===== src/rtl/saber_pkg.sv =====
// Shared definitions for the saber sprite reader: default geometry, ROM address
// field widths and the frame index type.
package saber_pkg;

  localparam int unsigned SPR_W_DEF      = 32;
  localparam int unsigned SPR_H_DEF      = 32;
  localparam int unsigned NUM_FRAMES_DEF = 32;
  localparam int unsigned PIX_W_DEF      = 4;
  localparam int unsigned TRANSP_IDX_DEF = 0;

  // ROM address is {frame, row, col}
  localparam int unsigned FRAME_W = 5;
  localparam int unsigned ROW_W   = 5;
  localparam int unsigned COL_W   = 5;
  localparam int unsigned ADDR_W  = FRAME_W + ROW_W + COL_W;

  typedef logic [FRAME_W-1:0] saber_frame_t;

endpackage


===== src/rtl/saber_edge_detect.sv =====
// Rising-edge detector for a level strobe that is synchronous to clk_i.
// Ports:
//   clk_i   - clock
//   rst_i   - asynchronous active-high reset (clears the delayed copy)
//   level_i - level signal to watch
//   rise_o  - one-cycle pulse while level_i is high and was low last cycle
module saber_edge_detect (
  input  logic clk_i,
  input  logic rst_i,
  input  logic level_i,
  output logic rise_o
);

  logic level_delayed_q;

  always_ff @(posedge clk_i or posedge rst_i) begin
    if (rst_i) begin
      level_delayed_q <= 1'b0;
    end else begin
      level_delayed_q <= level_i;
    end
  end

  assign rise_o = level_i & ~level_delayed_q;

endmodule


===== src/rtl/saber_frame_reader.sv =====
// Saber sprite reader. Latches the animation frame once per video frame, maps
// the current pixel into the sprite box, addresses the sprite ROM and returns
// a registered palette index plus an opaque flag.
// Ports:
//   Clk, Reset            - clock, asynchronous active-high reset
//   frame_clk             - per-frame level strobe (rising edge latches frame)
//   saber_state           - frame index from the animation FSM
//   facing_left           - mirror the sprite horizontally
//   saber_x, saber_y      - sprite top-left corner
//   DrawX, DrawY          - current pixel
//   rom_addr / rom_data   - sprite ROM port, data ROM_LAT cycles after address
//   pixel_idx, pixel_valid- palette index and opaque-and-in-box flag
//   cur_frame             - frame index currently in use
module saber_frame_reader
  import saber_pkg::*;
#(
  parameter int unsigned SPR_W      = SPR_W_DEF,
  parameter int unsigned SPR_H      = SPR_H_DEF,
  parameter int unsigned NUM_FRAMES = NUM_FRAMES_DEF,
  parameter int unsigned PIX_W      = PIX_W_DEF,
  parameter int unsigned ROM_LAT    = 1,
  parameter int unsigned TRANSP_IDX = TRANSP_IDX_DEF
) (
  input  logic              Clk,
  input  logic              Reset,
  input  logic              frame_clk,
  input  logic [5:0]        saber_state,
  input  logic              facing_left,
  input  logic [9:0]        saber_x,
  input  logic [9:0]        saber_y,
  input  logic [9:0]        DrawX,
  input  logic [9:0]        DrawY,
  output logic [ADDR_W-1:0] rom_addr,
  input  logic [PIX_W-1:0]  rom_data,
  output logic [PIX_W-1:0]  pixel_idx,
  output logic              pixel_valid,
  output saber_frame_t      cur_frame
);

  logic             frame_rise;
  saber_frame_t     cur_frame_q, cur_frame_d;
  logic [10:0]      dx, dy;
  logic             inbox;
  logic [COL_W-1:0] col;
  logic [ROW_W-1:0] row;
  logic [ADDR_W-1:0] rom_addr_q, rom_addr_d;
  logic [ROM_LAT-1:0] inbox_q, inbox_d;
  logic             inbox_late;
  logic [PIX_W-1:0] pixel_idx_q, pixel_idx_d;
  logic             pixel_valid_q, pixel_valid_d;

  saber_edge_detect u_frame_edge (
    .clk_i   (Clk),
    .rst_i   (Reset),
    .level_i (frame_clk),
    .rise_o  (frame_rise)
  );

  always_comb begin
    cur_frame_d = cur_frame_q;
    if (frame_rise) begin
      // Out-of-range animation states fall back to frame 0
      cur_frame_d = (saber_state < 6'(NUM_FRAMES)) ? saber_state[FRAME_W-1:0] : '0;
    end

    // 11-bit subtraction: bit 10 flags a pixel left of / above the box
    dx    = {1'b0, DrawX} - {1'b0, saber_x};
    dy    = {1'b0, DrawY} - {1'b0, saber_y};
    inbox = ~dx[10] & ~dy[10] & (dx[9:0] < 10'(SPR_W)) & (dy[9:0] < 10'(SPR_H));
    col   = facing_left ? (COL_W'(SPR_W - 1) - dx[COL_W-1:0]) : dx[COL_W-1:0];
    row   = dy[ROW_W-1:0];

    // The frame used is the one latched before this cycle's rise, if any
    rom_addr_d = inbox ? {cur_frame_q, row, col} : {cur_frame_q, {(ROW_W + COL_W){1'b0}}};

    // inbox rides a delay line so it lines up with the ROM word
    inbox_d    = ROM_LAT'({inbox_q, inbox});
    inbox_late = inbox_q[ROM_LAT-1];

    pixel_idx_d   = inbox_late ? rom_data : '0;
    pixel_valid_d = inbox_late & (rom_data != PIX_W'(TRANSP_IDX));
  end

  always_ff @(posedge Clk or posedge Reset) begin
    if (Reset) begin
      cur_frame_q   <= '0;
      rom_addr_q    <= '0;
      inbox_q       <= '0;
      pixel_idx_q   <= '0;
      pixel_valid_q <= 1'b0;
    end else begin
      cur_frame_q   <= cur_frame_d;
      rom_addr_q    <= rom_addr_d;
      inbox_q       <= inbox_d;
      pixel_idx_q   <= pixel_idx_d;
      pixel_valid_q <= pixel_valid_d;
    end
  end

  assign cur_frame   = cur_frame_q;
  assign rom_addr    = rom_addr_q;
  assign pixel_idx   = pixel_idx_q;
  assign pixel_valid = pixel_valid_q;

endmodule


===== config.mk =====
export PLATFORM = sky130hd
export DESIGN_NAME = saber_frame_reader
export DESIGN_NICKNAME = d
export VERILOG_FILES = /design/src/rtl/saber_pkg.sv /design/src/rtl/saber_edge_detect.sv /design/src/rtl/saber_frame_reader.sv
export SDC_FILE = /design/constraint.sdc
export NUM_CORES = 1
export LEC_CHECK = 0
export ABC_AREA = 1
export BUFFER_PORTS_ARGS = -buffer_cell sky130_fd_sc_hd__buf_4
export CAP_MARGIN = 30
export CORE_ASPECT_RATIO = 1.4
export CORE_MARGIN = 2
export CORE_UTILIZATION = 45
export CTS_CLUSTER_SIZE = 40
export DETAILED_ROUTE_END_ITERATION = 7
export MAX_ROUTING_LAYER = met4
export PLACE_DENSITY = 0.77
export SKIP_LAST_GASP = 1
export SLEW_MARGIN = 20
export SYNTH_ARGS = -nofsm -noshare
export SYNTH_HDL_FRONTEND = slang
export SYNTH_SLANG_ARGS = --single-unit

===== constraint.sdc =====
create_clock -name Clk -period 0.81 [get_ports Clk]
set_input_delay 0.162 -clock Clk [delete_from_list [all_inputs] [get_ports Clk]]
set_output_delay 0.162 -clock Clk [all_outputs]
set_load 0.05 [all_outputs]

# --- Word level (Yosys, flattened, before mapping) ---
# Index checks and enable logic that the tools add are counted.
totals:
  regBits: 27
  in_bits: 54
  output_inout_bits: 25
op_classes:
  add_sub_neg: 3
  magnitude_cmp: 3
  n_mux: 4
  n_bitwise: 8
  n_reduce_logical: 1
ops:
  columns: ["operator", "count"]
  rows:
  - ["subtractor 10 x 10 -> 11 bit", 2]
  - ["less-than comparator 10 x 6 -> 1 bit (second input constant)", 2]
  - ["2-to-1 mux 10 bit", 1]
  - ["2-to-1 mux 5 bit", 2]
  - ["less-than comparator 6 bit (second input constant)", 1]
  - ["bitwise AND 1 bit", 5]
  - ["subtractor 5 bit (first input constant)", 1]
  - ["2-to-1 mux 4 bit", 1]
  - ["nonzero test 4 bit", 1]
  - ["inverter 1 bit", 3]

# --- Longest topological paths before layout ---
logic_depth:
  depth_word: 6
  depth_mapped: 16

# --- Modules after synthesis ---
# Synthesis repeated with hierarchy kept, for this count alone.
hier_totals:
  hier_cells: 312
  hier_area_um2: 2193.4
modules_own_cells:
  columns: ["module", "instances", "cells_each", "area_per_inst_um2"]
  rows:
  - ["saber_frame_reader", 1, 308, 2154.6]
  - ["saber_edge_detect", 1, 4, 38.8]

# --- Least setup slack after synthesis ---
# Ideal clock, no wire load.
synth_path:
  path_type: "input-to-reg"
  from: "input port DrawY[0]"
  to: "register rom_addr_q[0], in the netlist rom_addr[0]"
  setup_ns: 0.069
  arrival_time_ns: 1.610
  t_required_ns: 0.741
  setup_slack_ns: -0.869
  stages: 16
  n_path_buf: 1
  cell_sequence: "inv_1 ha_1 inv_1 fa_1 nand3_1 nand2_2 nand2_1 nand2_1 nand2_1 nand2_1 inv_1 nand2_1 nor2_2 nand3_2 buf_6 nor2_2"
synth_via:
  elab_chain_cells: 6
synth_lines:
  columns: ["element", "line_no", "rtl"]
  rows:
  - ["from (decl)", "saber_frame_reader.sv:32", "input logic [9:0] DrawY,"]
  - ["subtractor 10 x 10 -> 11 bit (*)", "saber_frame_reader.sv:68", "dy = {1'b0, DrawY} - {1'b0, saber_y};"]
  - ["branches (longest 3 deep; another with less-than comparator 10 x 6 -> 1 bit)", null, null]
  - ["bitwise AND 1 bit (*)", "saber_frame_reader.sv:69", "inbox = ~dx[10] & ~dy[10] & (dx[9:0] < 10'(SPR_W)) & (dy[9:0] < 10'(SPR_H));"]
  - ["2-to-1 mux 10 bit (*)", "saber_frame_reader.sv:74", "rom_addr_d = inbox ? {cur_frame_q, row, col} : {cur_frame_q, {(ROW_W + COL_W){1'b0}}};"]
  - ["net rom_addr_d[0]", "saber_frame_reader.sv:46", "logic [ADDR_W-1:0] rom_addr_q, rom_addr_d;"]
  - ["to (signal assigned)", "saber_frame_reader.sv:93", "rom_addr_q <= rom_addr_d;"]
  - ["to (decl)", "saber_frame_reader.sv:46", null]
# Mark *: on every way through the listed nets, which the timed path passes.
# A chain may end at the register's enable or synchronous reset.

# --- Worst setup path in the final report ---
# Same ends and word-level chain as after synthesis.

==> out/qor.csv <==
stage,metric,value,unit
route,drt_iter0_drc,45,
grt,grt_overflow,0,
clock_tree,cts_tree,yes,
placed_design,gp_congestion,0.844,
timing,worst_pin_slew,0.279,ns
timing,post-route-period-util,194,%
setup_path,crit_path_start_kind,primary input,
outcome,failed_checks,negative setup slack,
finish,area_growth,65.1,%
hold_path,hp-start,rom_data[0],
synthesis,synth_adder_area_share,13.8,%
outcome,outcome,finished with violations,
die,boundaryPins,79,
synthesis,synth-seq-area-share,32.1,%
route,wl_per_cell,10.9,um
timing,fin_setup_tns,-12.63,ns
synthesis,yosys_warnings,0,
synthesis,synth_simple_gate_area_share,29.5,%
clock_tree,cts.sinks,27,
pwr,vdd_drop_max,0.653,mV
setup_path,path_cells,buf_8 > inv_12 > ha_4 > inv_4 > fa_2 > nand3_2 > nand2_2 > nand2_1 > nand3b_1 > nand2_1 > nand3_1 > nor2_1 > nand3_2 > clkbuf_16 > nor2_4,
finish,seq_area,677,sq um
timing,final.setup.worst_slack,-0.758,ns
placed_design,dp_hpwl,3.91,mm
die,core,4500,sq um
setup_path,r2r-start,u_frame_edge.level_delayed_q$_DFF_PP0_,
setup_path,cp_slowest_cell,fa_2,
grt,grt_pass1_wl,7.85,mm
clock_tree,insertion_delay,0.27,ns
clock_tree,cts-root-buf,clkbuf_8,
finish,fillers,339,
setup_path,critPathLaunch,DrawY[0],
pwr,total_power,4.09,mW
synthesis,synth.avg_cell_area,7.30,sq um
timing,holdWs,0.0939,ns
synthesis,synth_top_family_by_area,simple AND/OR/NAND/NOR gates,
timing,finalHoldViolations,0,
die,die_w,61.8,um
finish,multi_input_area,1320,sq um
setup_path,arrival,1.78,ns
synthesis,netlist_area,2100,sq um
die,die_y,84.9,um
grt,grt_pass1_vias,2068,
synthesis,synth_nets,364,
setup_path,timing_worst_setup_path_type,primary input to flip-flop,
job,drv_cap,0,
synthesis,synth-seq-cells,27,
clock_tree,clk_pin_slew,0.08,ns
finish,antenna_cells,0,
placed_design,port_buffers,78,
clock_tree,cts_buffer_depth,2,
setup_path,crit_fanout,5,
route,vias_per_cell,4.61,
route,postRouteAntennaNets,0,
hold_path,hold_path.class,primary input to flip-flop,
timing,slew-limit-headroom,81.4,%
timing,slew_viol_final,0,
synthesis,synth_xor_xnor_area_share,4.58,%
timing,grt_setup_unrepaired,true,
synthesis,synth_mux_area_share,0,%
timing,finalSetupViolCount,41,
synthesis,synth-compound-area-share,6.01,%
die,die-area,5240,sq um
finish,nets,485,
timing,finalCriticalPeriod,1.57,ns
finish,final_common_cell,buf_4,
setup_path,end_kind,flip-flop,
route,first_pass_iters,4,
clock_tree,cts_buffers,3,
clock_tree,htreeDepth,1,
timing,fmax,0.638,GHz
die,rows,29,
synthesis,ys_types,28,
grt,antenna_found_initial,0,
pwr,p_per_area,1180,nW/um^2
grt,grt_max_degree,28,
route,postRouteWirelength,5.11,mm
route,drc,0,
synthesis,synthesis.instances,288,
route,num_vias,2168,
die,start_util,46.7,%
timing,clock-skew-final,0.00127,ns
pwr,p_leak,1.98,nW
setup_path,cpPeakStageDelay,0.35,ns
finish,drive_gt1_share,45.3,%
setup_path,critPathRequiredTime,1.02,ns
grt,grt.total_usage,19.8,%
finish,layout_common_cells,"90 x buf_4, 70 x nand2_1, 57 x inv_1",
[area by class of cell]
cell class	count	area share, %
flip-flops and latches	27	19.5
clock buffers	4	1.30
repair buffers	123	31.1
multi-input cells	190	37.9
well taps	62	2.24
inverters	64	7.93
[cells in the mapped netlist]
cell      instances  area (sq um)
a21oi_1           9          45.0
a21o_1            1          7.51
nand2_2           6          37.5
nor2_2           11          68.8
nand4_1           3          18.8
a31oi_1           1          6.26
nor2_4            1          11.3
inv_2             3          11.3
o21ai_0           5          25.0
buf_4             5          37.5
clkbuf_1          1          3.75
nor2_1            9          33.8
xnor2_1           9          78.8
fa_1              2          40.0
inv_1            61           229
nand3_1          21           105
nand2_1          79           297
xor2_1            2          17.5
ha_1             20           250
nand3_2           1          10.0
nor3_1            1          5.00
nand3b_1          3          22.5
nand2_4           1          11.3
o41a_1            1          11.3
buf_6             1          11.3
a21oi_2           1          8.76
dfrtp_1          27           676
o21bai_1          3          22.5
[power by group]
group          leakage, nW  internal, mW  total [mW]  switching [mW]
clock network       0.0228         0.352       0.728           0.376
logic                 1.59         0.927        1.92           0.993
registers            0.365          1.40        1.44          0.0394
[through the flow]
stage                     instances  util, %  area [sq um]  setup slack [ns]
after CTS                       465     72.4          3260            -0.767
after global placement          456     68.4          3080            -0.994
after global routing            470     77.1          3470            -0.862
after floorplan                 288        -          2180            -0.799
final                           470     77.1          3470            -0.758
after detailed placement        456     68.4          3080             -1.06
[worst max-delay path, delay by kind of cell]
| family | cells | cell delay [ns] |
|---|---|---|
| buf+inv | 4 | 0.38 |
| simple gates | 9 | 0.75 |
| fa+ha+maj | 2 | 0.47 |
[sequential cells by signal (all words and copies together), names as in the netlist]
register	cells
pixel_idx	4
cur_frame	5
u_frame_edge.level_delayed_q	1
rom_addr	15
inbox_late	1
pixel_valid	1
[kinds of logic (layout without fill, tap and decap cells)]
group,Yosys count,count (layout)
xor+xnor,11,11
flops,27,27
simple gates,136,136
buf+inv,71,191
fa+ha+maj,22,22
compound gates,21,21
[path summary, 6_finish.rpt]
check	end	slack [ns]	cells past startpoint
worst min-delay path	pixel_idx[0]$_DFF_PP0_	0.09	3
worst max-delay path	rom_addr[0]$_DFF_PP0_	-0.76	15
worst max register to register	cur_frame[3]$_DFFE_PP0P_	-0.12	3
min in group asynchronous	pixel_idx[1]$_DFF_PP0_	0.49	4
worst min register to register	rom_addr[11]$_DFF_PP0_	0.44	0
max in group asynchronous	u_frame_edge.level_delayed_q$_DFF_PP0_	0.16	4
[layer usage]
layer	up-vias	wire length (um)	GRT usage, %
met5	-	0	-
met2	58	3010	38.9
met3	10	232	1.98
li1	1115	-	-
met4	0	140	7.54
met1	985	1730	18.0
[timing repair]
action | in CTS | in global routing
endpoints found under the hold margin | 27 | 1
hold buffers | 1 | 1
setup endpoints to repair | 41 | 41
buffers inserted | 4 | 4
resized for setup | 26 | 40
pin swaps | 1 | 9
gates cloned | 0 | 1
Power figures use the tool's default switching activity.
